## config.mk

```make
export PLATFORM = sky130hd
export DESIGN_NAME = clpl_slice_sequencer_flat
export DESIGN_NICKNAME = d
export VERILOG_FILES = /design/src/rtl/clpl_slice_sequencer_if.sv /design/src/rtl/clpl_slice_sequencer.sv /design/src/flat_wrapper.sv
export SDC_FILE = /design/constraint.sdc
export NUM_CORES = 1
export LEC_CHECK = 0
export ABC_AREA = 1
export ABC_CLOCK_PERIOD_IN_PS = 3400
export BUFFER_PORTS_ARGS = -buffer_cell sky130_fd_sc_hd__buf_2
export CELL_PAD_IN_SITES_DETAIL_PLACEMENT = 1
export CELL_PAD_IN_SITES_GLOBAL_PLACEMENT = 2
export CORE_ASPECT_RATIO = 1.25
export CORE_MARGIN = 2
export CORE_UTILIZATION = 30
export DETAILED_ROUTE_END_ITERATION = 10
export MAX_ROUTING_LAYER = met4
export PLACE_DENSITY_LB_ADDON = 0.1
export SETUP_SLACK_MARGIN = 0.5
export SKIP_CTS_REPAIR_TIMING = 1
export SYNTH_ARGS = -nofsm -noshare
export SYNTH_HDL_FRONTEND = slang
export SYNTH_SLANG_ARGS = --single-unit
export TNS_END_PERCENT = 5
```

## constraint.sdc

```tcl
create_clock -name clk -period 3.4 [get_ports clk]
set_input_delay 0.51 -clock clk [delete_from_list [all_inputs] [get_ports clk]]
set_output_delay 0.51 -clock clk [all_outputs]
set_load 0.02 [all_outputs]
```

## src/rtl/clpl_slice_sequencer_if.sv

```systemverilog
// rtl/clpl_slice_sequencer_if.sv - operand/result handshake bundle for clpl_slice_sequencer
//
// Signals:
//   in_valid/in_ready   operand offer and acceptance
//   a, b, cin           WIDTH-bit operands and carry-in
//   out_valid/out_ready result offer and acceptance
//   sum, cout           WIDTH-bit result and carry out of the MSB
//   ovf                 signed overflow, present only when CLPL_OVF_EN is defined
// Modports: slave = the sequencer, master = the operand source / result sink.

interface clpl_slice_sequencer_if #(
    parameter int WIDTH = 20
) ();
    logic             in_valid;
    logic             in_ready;
    logic [WIDTH-1:0] a;
    logic [WIDTH-1:0] b;
    logic             cin;
    logic             out_valid;
    logic             out_ready;
    logic [WIDTH-1:0] sum;
    logic             cout;
`ifdef CLPL_OVF_EN
    logic             ovf;
`endif

    modport slave (
        input  in_valid, a, b, cin, out_ready,
`ifdef CLPL_OVF_EN
        output ovf,
`endif
        output in_ready, out_valid, sum, cout
    );

    modport master (
        output in_valid, a, b, cin, out_ready,
`ifdef CLPL_OVF_EN
        input  ovf,
`endif
        input  in_ready, out_valid, sum, cout
    );
endinterface

```

## src/rtl/clpl_slice_sequencer.sv

```systemverilog
// rtl/clpl_slice_sequencer.sv - slice-serial adder driving an external 5-bit carry-lookahead PLA
//
// Ports:
//   clk    clock, rising edge
//   rst    synchronous active-high reset
//   bus    clpl_slice_sequencer_if.slave: operand handshake (in_valid/in_ready/a/b/cin)
//          and result handshake (out_valid/out_ready/sum/cout[/ovf])
//   pla_x  11-bit drive into the PLA inputs x00..x10
//   pla_z  5-bit PLA outputs z0..z4
// Optional feature macro: CLPL_OVF_EN adds the registered signed-overflow output bus.ovf.
// WIDTH must be a nonzero multiple of 5; NSLICE = WIDTH/5 slices are processed LSB-first.

module clpl_slice_sequencer #(
    parameter int WIDTH = 20
) (
    input  logic                    clk,
    input  logic                    rst,
    clpl_slice_sequencer_if.slave   bus,
    output logic [10:0]             pla_x,
    input  logic [4:0]              pla_z
);
    localparam int NSLICE = WIDTH / 5;
    localparam int IDX_W  = (NSLICE > 1) ? $clog2(NSLICE) : 1;
    localparam logic [IDX_W-1:0] LAST_IDX = IDX_W'(NSLICE - 1);

    typedef enum logic [1:0] {
        IDLE = 2'd0,
        RUN  = 2'd1,
        DONE = 2'd2
    } state_t;

    state_t state;
    state_t state_next;

    logic [WIDTH-1:0] a_q;
    logic [WIDTH-1:0] b_q;
    logic             carry_q;
    logic [IDX_W-1:0] idx;
    logic [WIDTH-1:0] sum_q;
    logic             cout_q;
`ifdef CLPL_OVF_EN
    logic             ovf_q;
`endif

    logic [IDX_W+2:0] base;
    logic [4:0]       a_sl;
    logic [4:0]       b_sl;
    logic [4:0]       g;
    logic [4:0]       p;
    logic [5:0]       c;
    logic             last_slice;

    // Bit offset of the current slice: idx * 5.
    assign base       = {3'b000, idx} * (IDX_W+3)'(5);
    assign a_sl       = a_q[base +: 5];
    assign b_sl       = b_q[base +: 5];
    assign g          = a_sl & b_sl;
    assign p          = a_sl ^ b_sl;
    assign last_slice = (idx == LAST_IDX);

    // The PLA returns its carries in a scrambled order; c[0] is the slice carry-in.
    assign c = {pla_z[3], pla_z[4], pla_z[0], pla_z[1], pla_z[2], carry_q};

    // PLA drive depends only on registers, so pla_z never reaches an output port combinationally.
    always_comb begin
        pla_x = '0;
        if (state == RUN) begin
            pla_x[0]  = carry_q;
            pla_x[2]  = g[0];
            pla_x[4]  = p[0];
            pla_x[3]  = g[1];
            pla_x[5]  = p[1];
            pla_x[1]  = g[2];
            pla_x[6]  = p[2];
            pla_x[7]  = g[3];
            pla_x[8]  = p[3];
            pla_x[10] = g[4];
            pla_x[9]  = p[4];
        end
    end

    always_ff @(posedge clk) begin
        if (rst) begin
            state <= IDLE;
        end else begin
            state <= state_next;
        end
    end

    always_comb begin
        state_next = state;
        case (state)
            IDLE:    if (bus.in_valid)  state_next = RUN;
            RUN:     if (last_slice)    state_next = DONE;
            DONE:    if (bus.out_ready) state_next = IDLE;
            default:                    state_next = IDLE;
        endcase
    end

    always_ff @(posedge clk) begin
        if (rst) begin
            idx     <= '0;
            carry_q <= 1'b0;
            sum_q   <= '0;
            cout_q  <= 1'b0;
`ifdef CLPL_OVF_EN
            ovf_q   <= 1'b0;
`endif
        end else begin
            case (state)
                IDLE: begin
                    if (bus.in_valid) begin
                        a_q     <= bus.a;
                        b_q     <= bus.b;
                        carry_q <= bus.cin;
                        idx     <= '0;
                    end
                end
                RUN: begin
                    sum_q[base +: 5] <= p ^ c[4:0];
                    carry_q          <= c[5];
                    if (last_slice) begin
                        idx    <= '0;
                        cout_q <= c[5];
`ifdef CLPL_OVF_EN
                        // c[4] is the carry into the MSB of the whole operand.
                        ovf_q  <= c[4] ^ c[5];
`endif
                    end else begin
                        idx <= idx + IDX_W'(1);
                    end
                end
                default: ;
            endcase
        end
    end

    assign bus.in_ready  = (state == IDLE);
    assign bus.out_valid = (state == DONE);
    assign bus.sum       = sum_q;
    assign bus.cout      = cout_q;
`ifdef CLPL_OVF_EN
    assign bus.ovf       = ovf_q;
`endif
endmodule

```

## src/flat_wrapper.sv

```systemverilog
// flat-port wrapper written by rule: the top's interface ports become plain ports
module clpl_slice_sequencer_flat 
#(
    parameter int WIDTH = 20
)
  (clk, rst, pla_x, pla_z, bus_in_valid, bus_a, bus_b, bus_cin, bus_out_ready, bus_in_ready, bus_out_valid, bus_sum, bus_cout);
  clpl_slice_sequencer_if #(.WIDTH(WIDTH)) bus_i ();
  input  logic clk;
  input  logic rst;
  output logic [10:0] pla_x;
  input  logic [4:0] pla_z;
  input wire logic [$bits(bus_i.in_valid)-1:0] bus_in_valid;
  input wire logic [$bits(bus_i.a)-1:0] bus_a;
  input wire logic [$bits(bus_i.b)-1:0] bus_b;
  input wire logic [$bits(bus_i.cin)-1:0] bus_cin;
  input wire logic [$bits(bus_i.out_ready)-1:0] bus_out_ready;
  output wire logic [$bits(bus_i.in_ready)-1:0] bus_in_ready;
  output wire logic [$bits(bus_i.out_valid)-1:0] bus_out_valid;
  output wire logic [$bits(bus_i.sum)-1:0] bus_sum;
  output wire logic [$bits(bus_i.cout)-1:0] bus_cout;
  assign bus_i.in_valid = bus_in_valid;
  assign bus_i.a = bus_a;
  assign bus_i.b = bus_b;
  assign bus_i.cin = bus_cin;
  assign bus_i.out_ready = bus_out_ready;
  assign bus_in_ready = bus_i.in_ready;
  assign bus_out_valid = bus_i.out_valid;
  assign bus_sum = bus_i.sum;
  assign bus_cout = bus_i.cout;
  clpl_slice_sequencer #(.WIDTH(WIDTH)) u_core (.clk(clk), .rst(rst), .bus(bus_i), .pla_x(pla_x), .pla_z(pla_z));
endmodule
```

==> qor.txt <==
Fmax -> 387.1 MHz
WP data arrival -> 2.07 ns
Final Max Tran Viols -> 0
Inserted Clock Buffers -> 9
Worst Setup EP -> pla_x[4]
Final ANT Viol Nets -> 0
RSZ-0062 raised after global routing -> false
DR top layer -> met4
Origin of the worst setup path -> u_core.idx[0]$_SDFFE_PP0P_
VDD IR-drop max -> 0.2601 mV
Critical Path Stages -> 7
Die footprint -> 0.01062 sq mm
Wirelength per Cell -> 13.53 microns
Reg2reg setup slack -> 1.32 ns
Layout area overhead -> 28.58%
Worst hold path class -> in2reg
Clk root buf -> clkbuf_16
Global-route wire length before repair -> 11940 microns
Synth unique cells -> 23
Vias/cell -> 4.451
Nets -> 464
Metal-1 WL -> 3311 microns
# IOs -> 84
1st-pass router iterations -> 4
H-Tree Level Count -> 3
Post-synthesis sequential area ratio -> 58.53%
Syn Nets -> 379
Synth Warn # -> 0
CP cell instances -> inv_2 -> o21ai_0 -> o22ai_1 -> ha_1 -> inv_1 -> nor2_1 -> buf_2
Sequential Area -> 0.001723 sq mm
Top delay family on crit path -> flip-flops
FF-to-FF path depth -> 10
Crit end category -> output port
Worst path bufs/invs -> 3
Hold_ws -> 0.3522 ns
Clock skew -> 0.006747 ns
Layout cell share with drive strength beyond 1 -> 28.19%
Fin crit period -> 2.583 ns
Post-synth ARST share -> 0%
Worst Max-Slew Pin Slew -> 1.061 ns
Final hold violations -> 0
CP Launch Type -> flip-flop
R2r endpoint -> u_core.bus.sum[15]$_SDFFE_PP0P_
Multi-input logic area -> 0.001025 sq mm
Post-route setup slack -> 0.8170 ns
Slowest CP cell -> dfxtp_2
Drt total wl -> 7227 microns
Initial antenna violation count -> 0
Pwr Total -> 2.075 mW
GR Overflow Total -> 0
Post-placement cell area -> 0.003486 sq mm
Max FO, Critical Path -> 25
Pwr Density -> 548.6 mW/mm^2
Core ar. -> 0.009559 sq mm
Largest net degree at the start of global routing -> 41
Later-pin clock latency in the skew report -> 0.33 ns
Pleak -> 1.741 nW
Chip Width -> 92.57 microns
Req. time, crit path -> 2.89 ns
CP max stage delay -> 0.49 ns
Max-Cap Viols -> 0
Clock Path Buffers -> 2
Cell Area, Synth -> 0.002942 sq mm
R2R Path Start -> u_core.idx[0]$_SDFFE_PP0P_
Setup TNS Final -> 0 ns
Global router's overall resource usage -> 15.09%
Placed wire-length estimate -> 5361 microns
Final setup violation count -> 0
Die Ht -> 114.7 microns
Placed cell count -> 518
Status -> completed
Utilization after layout -> 39.57%
# diodes -> 0
Crit path kind -> reg2out
Post-route insts no fill -> 534
Initial drt markers -> 81
Sink Count -> 66
Placer Congestion -> 0.7424
Post-route cell area -> 0.003782 sq mm
Initial core utilization -> 30.77%
CTS clk-pin slew, worst paths -> 0.06 ns
Core Rows -> 40
Routed vias -> 2377
Met2 WL -> 3494 microns
Gate Count Post-Synth -> 318
Post-synth top flop -> edfxtp_1
Tcrit/Tclk final -> 75.97%
Number of synthesized flops with an enable pin -> 40
# port buffers -> 83
Vias in the first global route -> 2511
Fillers -> 1140
Syn Area/Cell -> 9.250 sq um
Yosys reg bits -> 66
Met3 WL -> 336 microns
Dpl ws -> 0.9066 ns
DRC viols -> 0
Max-slew headroom -> 29.08%
CTS tree -> built
==> placed cells by master, fill, tap and decap left out, drive strengths merged <==
cell type	instances
ha	11
buf	85
clkinv	3
a21oi	16
clkbuf	10
o22ai	10
o21ai	21
clkinvlp	2
dfxtp	26
bufinv	1
o21bai	1
edfxtp	40
nand4	5
nor2	72
nand2	62
nand3	4
inv	39
==> flip-flops by register name, summed over array words and instances, names as in the netlist <==
name,cells
u_core.state,2
u_core.bus.cout,1
u_core.bus.sum,20
u_core.a_q,20
u_core.idx,2
u_core.carry_q,1
u_core.b_q,20
==> Yosys cell counts (3+ instances only) <==
library cell	count	area, sq um
o21ai_0	20	100.1
edfxtp_1	40	1201
nand3_2	3	30.03
ha_1	11	137.6
buf_2	5	25.02
o22ai_1	10	62.56
nor2_1	70	262.8
nand2_1	57	214.0
nand2_2	3	18.77
clkbuf_1	4	15.01
a21oi_1	16	80.08
nand4_1	5	31.28
inv_1	35	131.4
inv_2	3	11.26
dfxtp_1	26	520.5
==> layer usage <==
layer / GRT usage [%] / vias to the layer above
met5: - / -
met4: 5.970 / 0
met3: 3.752 / 5
met2: 24.67 / 55
met1: 17.88 / 1111
li1: - / 1206
==> worst min-delay path by stage <==
stage                                      endpoint                            start  cells past startpoint  slack (ns)
floorplan               u_core.carry_q$_SDFFE_PP0P_      u_core.carry_q$_SDFFE_PP0P_                      2        0.46
global placement    u_core.bus.sum[14]$_SDFFE_PP0P_  u_core.bus.sum[14]$_SDFFE_PP0P_                      2        0.45
detailed placement   u_core.bus.sum[4]$_SDFFE_PP0P_   u_core.bus.sum[4]$_SDFFE_PP0P_                      2        0.46
CTS                         u_core.b_q[1]$_DFFE_PP_                         bus_b[1]                      1        0.34
global route                u_core.b_q[1]$_DFFE_PP_                         bus_b[1]                      1        0.33
finish                     u_core.a_q[11]$_DFFE_PP_                        bus_a[11]                      1        0.35
==> final cells by class <==
class                           instances  share of cell area, %
Multi-Input combinational cell        202                  27.09
Tap cell                              126                  4.168
Timing Repair Buffer                   85                  11.38
Clock buffer                           10                  6.054
Inverter                               39                  4.003
Sequential cell                        66                  45.55
Clock inverter                          6                  1.753
==> cells by family after synthesis <==
logic type	count (synthesis)	share of synthesized area (%)
buffers and inverters	50	6.891
AO/OA/AOI/OAI	48	8.677
adder cells (fa/ha/maj)	11	4.679
flip-flops	66	58.53
AND/OR/NAND/NOR	143	21.23
==> power by group <==
| part | switching [mW] | internal, mW | total [mW] |
|---|---|---|---|
| Sequential | 0.0145 | 0.883 | 0.897 |
| Clock | 0.345 | 0.569 | 0.914 |
| Combinational | 0.177 | 0.0874 | 0.264 |
| Total | 0.537 | 1.54 | 2.08 |
Note: power is estimated with default switching activity, not from simulation.
